==> config.mk <==
export PLATFORM = sky130hd
export DESIGN_NAME = fetch_stage
export DESIGN_NICKNAME = d
export VERILOG_FILES = /design/src/rtl/fetch_stage_pkg.sv /design/src/rtl/fetch_stage_mux2x1.sv /design/src/rtl/fetch_stage.sv
export SDC_FILE = /design/constraint.sdc
export NUM_CORES = 1
export LEC_CHECK = 0
export BUFFER_PORTS_ARGS = -buffer_cell sky130_fd_sc_hd__buf_4
export CAP_MARGIN = 20
export CELL_PAD_IN_SITES_DETAIL_PLACEMENT = 0
export CELL_PAD_IN_SITES_GLOBAL_PLACEMENT = 2
export CORE_MARGIN = 1
export CORE_UTILIZATION = 29
export CTS_CLUSTER_DIAMETER = 120
export DETAILED_ROUTE_END_ITERATION = 12
export GPL_TIMING_DRIVEN = 0
export PLACE_DENSITY_LB_ADDON = 0.08
export RECOVER_POWER = 100
export SKIP_CTS_REPAIR_TIMING = 1
export SYNTH_ARGS = -nofsm -noshare
export SYNTH_HDL_FRONTEND = slang
export SYNTH_HIERARCHICAL = 1
export SYNTH_SLANG_ARGS = --single-unit
==> constraint.sdc <==
create_clock -name clk -period 2.7 [get_ports clk]
set_input_delay 0.405 -clock clk [delete_from_list [all_inputs] [get_ports clk]]
set_output_delay 0.405 -clock clk [all_outputs]
set_load 0.005 [all_outputs]
==> src/rtl/fetch_stage_pkg.sv <==
// Shared CPU constants used by the fetch stage: bubble instruction, reset PC
// and the sequential PC increment.
package fetch_stage_pkg;

    localparam logic [31:0] NOP_INSTR    = 32'h0000_0013;
    localparam logic [31:0] RESET_PC_DEF = 32'h0000_0000;
    localparam int unsigned PC_INC       = 4;

endpackage

==> src/rtl/fetch_stage_mux2x1.sv <==
// Generic two-input multiplexer, n bits wide; sel=1 selects i1.
module Mux2x1 #(
    parameter int n = 32
) (
    input  logic [n-1:0] i0,
    input  logic [n-1:0] i1,
    input  logic         sel,
    output logic [n-1:0] y
);

    assign y = sel ? i1 : i0;

endmodule

==> src/rtl/fetch_stage.sv <==
// Instruction fetch stage: PC register, next-PC selection and the IF/ID
// pipeline register with stall, flush and branch-redirect handling.
module fetch_stage
    import fetch_stage_pkg::*;
#(
    parameter int          n        = 32,
    parameter logic [31:0] RESET_PC = RESET_PC_DEF,
    parameter logic [31:0] NOP      = NOP_INSTR
) (
    input  logic         clk,
    input  logic         rst,
    input  logic         stall,
    input  logic         flush,
    input  logic         branch_taken,
    input  logic [n-1:0] branch_target,
    output logic [n-1:0] imem_addr,
    input  logic [31:0]  imem_rdata,
    output logic [n-1:0] if_pc,
    output logic [n-1:0] if_pc_plus4,
    output logic [31:0]  if_instr,
    output logic         if_valid
);

    logic [n-1:0] r_pc;
    logic [n-1:0] w_pc_plus4;
    logic [n-1:0] w_target_aligned;
    logic [n-1:0] w_next_pc;
    logic         w_bubble;

    logic [n-1:0] r_if_pc;
    logic [n-1:0] r_if_pc_plus4;
    logic [31:0]  r_if_instr;
    logic         r_if_valid;

    // Increment wraps naturally at 2^n because the sum is truncated to n bits.
    assign w_pc_plus4       = r_pc + n'(PC_INC);
    assign w_target_aligned = branch_target & ~n'(3);
    assign w_bubble         = flush | branch_taken;

    Mux2x1 #(
        .n(n)
    ) u_next_pc_mux (
        .i0  (w_pc_plus4),
        .i1  (w_target_aligned),
        .sel (branch_taken),
        .y   (w_next_pc)
    );

    // A redirect must never be lost, so branch_taken advances the PC even under stall.
    always_ff @(posedge clk) begin
        if (rst) begin
            r_pc <= n'(RESET_PC);
        end else if (branch_taken || !stall) begin
            r_pc <= w_next_pc;
        end
    end

    always_ff @(posedge clk) begin
        if (rst || w_bubble) begin
            r_if_pc       <= '0;
            r_if_pc_plus4 <= '0;
            r_if_instr    <= NOP;
            r_if_valid    <= 1'b0;
        end else if (!stall) begin
            r_if_pc       <= r_pc;
            r_if_pc_plus4 <= w_pc_plus4;
            r_if_instr    <= imem_rdata;
            r_if_valid    <= 1'b1;
        end
    end

    assign imem_addr   = r_pc;
    assign if_pc       = r_if_pc;
    assign if_pc_plus4 = r_if_pc_plus4;
    assign if_instr    = r_if_instr;
    assign if_valid    = r_if_valid;

endmodule

==> flow_metrics.py <==
metrics = {
    "setup_path": {
        "crit_family": "simple AND/OR/NAND/NOR gates",
        "critical_path.cell_chain": "inv_1 -> or4_1 -> buf_2 -> or4_4 -> xnor2_1 -> mux2_4 -> nand2_1 -> a21oi_1",
        "end_kind": "register",
        "start_kind": "register",
        "cp.arrival_ps": 2840,
        "critPathRequiredTime_ps": 2970,
        "slowest_delay_ps": 570,
        "path_buf_inv": 2,
        "crit_fanout": 8,
        "crit_type": "register to register",
        "slowest_stage": "dfxtp_1",
    },
    "final_layout": {
        "syn2layout_area_growth_pct": 40.08,
        "antennaDiodeCount": 0,
        "final_cell_mix": "dfxtp_1, clkbuf_4, nor2_1",
        "layout_commonest_cell": "dfxtp_1",
        "stdcell_count": 1088,
        "finalNetCount": 885,
        "drive_gt1_share_pct": 28.62,
        "fillers": 1966,
    },
    "timing": {
        "slew_viol_final": 0,
        "grt_setup_unrepaired": "no",
        "worstMarginPinSlew_ps": 914.9,
        "fin_crit_sh_pct": 95.25,
        "max_freq_mhz": 388.8,
        "hold_violations": 0,
        "fin_crit_ps": 2572,
        "setup_tns_ps": 0,
        "skew_ps": 6.984,
        "hold_slack_ps": 201.8,
        "final-setup-viol-count": 0,
        "slew_headroom_pct": 39.01,
    },
    "place": {
        "post-place-cells": 1057,
        "gp_routability_congestion": 0.7316,
        "dp_hpwl_um": 12770,
        "portBuffers": 193,
    },
    "global_routing": {
        "grt_util_all_layers_pct": 17.77,
        "grt_antenna_before_repair": 0,
        "grt_max_degree": 17,
        "grt_pass1_wl_um": 27000,
        "grt_pass1_vias": 5004,
        "grt-ovfl-total": 0,
    },
    "clock_tree": {
        "cts_sinks": 127,
        "clk_latency_ps": 410,
        "numCtsBuffers": 17,
        "clk_path_buf_depth": 2,
        "cts_tree": "yes",
        "root_buffer": "clkbuf_16",
        "htree_num_levels": 4,
        "clkTransAtPathRegs_ps": 60,
    },
    "synthesis": {
        "yosys.area.top_type": "dfxtp_1",
        "yosys_warnings": 6,
        "ys_seq_area_share_pct": 45.15,
        "synthCells": 603,
        "mappedNetlistArea_sq_mm": 0.005632,
        "synth_seq_cells": 127,
        "yosysTopAreaCellShare_pct": 45.15,
        "ys_types": 36,
        "synth.area.top_cells": "dfxtp_1, mux2i_1, mux2_4, nor2_1, nand2_1",
        "syn_avg_cell_area_sq_um": 9.339,
    },
    "hold_path": {
        "hold_class": "primary input to register",
    },
    "floorplanning": {
        "dieArea_sq_mm": 0.01998,
        "num_rows": 50,
        "die_h_um": 141.4,
        "core_sq_mm": 0.01889,
        "initial_core_util_pct": 29.81,
        "die_width_um": 141.4,
        "top_level_ports": 198,
    },
    "routing": {
        "vias": 4923,
        "dr.first_iter.drc_count": 164,
        "wl_per_cell_um": 16.08,
        "via_per_inst": 4.525,
        "dr.pass1.iters": 5,
        "drtAntennaViolNets": 0,
        "wirelength_um": 17500,
        "drcViolationCount": 0,
    },
    "pwr": {
        "power.leakage_nw": 3.416,
        "power_density_mw_per_mm2": 618.4,
        "power.total_mw": 4.879,
        "vdd_ir_drop_max_uv": 403.9,
    },
    "flow_run": {
        "cap_violations": 0,
    },
    "run_status": {
        "status": "completed",
    },
}
cell families (layout without fill, tap and decap cells):
group,count (synthesis),after routing,share of synthesized area (%)
and+or+nand+nor,205,205,15.93
DFF,127,127,45.15
muxes,107,107,21.73
buffers and inverters,68,292,5.843
AOI/OAI and AO/OA,66,66,6.576
xor gates and xnor gates,28,28,4.488
adders and majority gates,1,1,0.2221
other,1,2,0.06659
report_power, final:
| part | total (mW) | internal [mW] | switching, mW |
|---|---|---|---|
| combinational | 0.490 | 0.259 | 0.231 |
| clock | 2.39 | 1.50 | 0.886 |
| sequential | 2.00 | 1.93 | 0.0715 |
cell usage after synthesis (all sizes together):
cell	number
mux2i	75
nand2b	1
buf	12
and4	3
mux2	32
nor2	80
xnor2	15
or3	1
nand3	8
o21a	16
and2	1
nor3	10
nand2	78
clkbuf	36
nor2b	3
conb	1
a21oi	50
nor4	4
xor2	13
or4	3
nand4	9
inv	20
and3	4
ha	1
dfxtp	127
layout make-up:
class | instances | area [sq um] | area share (%)
plain buffers | 46 | 249.0 | 3.156
well taps | 260 | 325.3 | 4.124
multi-input cells | 409 | 2711 | 34.37
flip-flops and latches | 127 | 2555 | 32.39
clock inverters | 13 | 161.4 | 2.046
repair buffers | 194 | 1359 | 17.22
clock buffers | 19 | 452.9 | 5.741
inverters | 20 | 75.07 | 0.9516
registers in the layout, summed over array words and instances, names as in the netlist:
name         cells
if_valid         1
if_pc_plus4     30
imem_addr       32
if_pc           32
if_instr        32
worst min-delay path, delay by kind of cell:
family                 cells  cell delay [ps]
muxes                      1               50
and+or+nand+nor            1               60
buffers and inverters      1               80
path summary, 6_finish.rpt:
kind,from,endpoint,slack [ps],cells after the start
setup / recovery,imem_addr[15],imem_addr[28],130,8
setup reg to reg,imem_addr[15],imem_addr[28],130,8
hold / removal,imem_rdata[0],if_instr[0],200,3
hold reg to reg,if_valid,if_valid,450,2
metrics by stage:
| step | setup slack [ps] | cell area [sq um] | utilization (%) |
|---|---|---|---|
| 3_5_place_dp | -227.3 | 7410 | 39.22 |
| 6_report | 128.3 | 7889 | 41.75 |
| 3_3_place_gp | -236.4 | 7410 | 39.22 |
| 2_1_floorplan | 187.4 | 5635 | - |
| 5_1_grt | 3.914 | 7889 | 41.75 |
| 4_1_cts | -243.7 | 8024 | 42.47 |
per-layer routing:
metal / vias to the layer above / share of wire, % / track usage, %
met4: 0 / 1.1 / 6.064
met5: - / 0 / 0
met2: 147 / 47 / 28.97
met3: 13 / 6.5 / 5.130
met1: 2323 / 45 / 22.37
li1: 2440 / - / -
No activity file was read; power rests on OpenSTA's default activity.
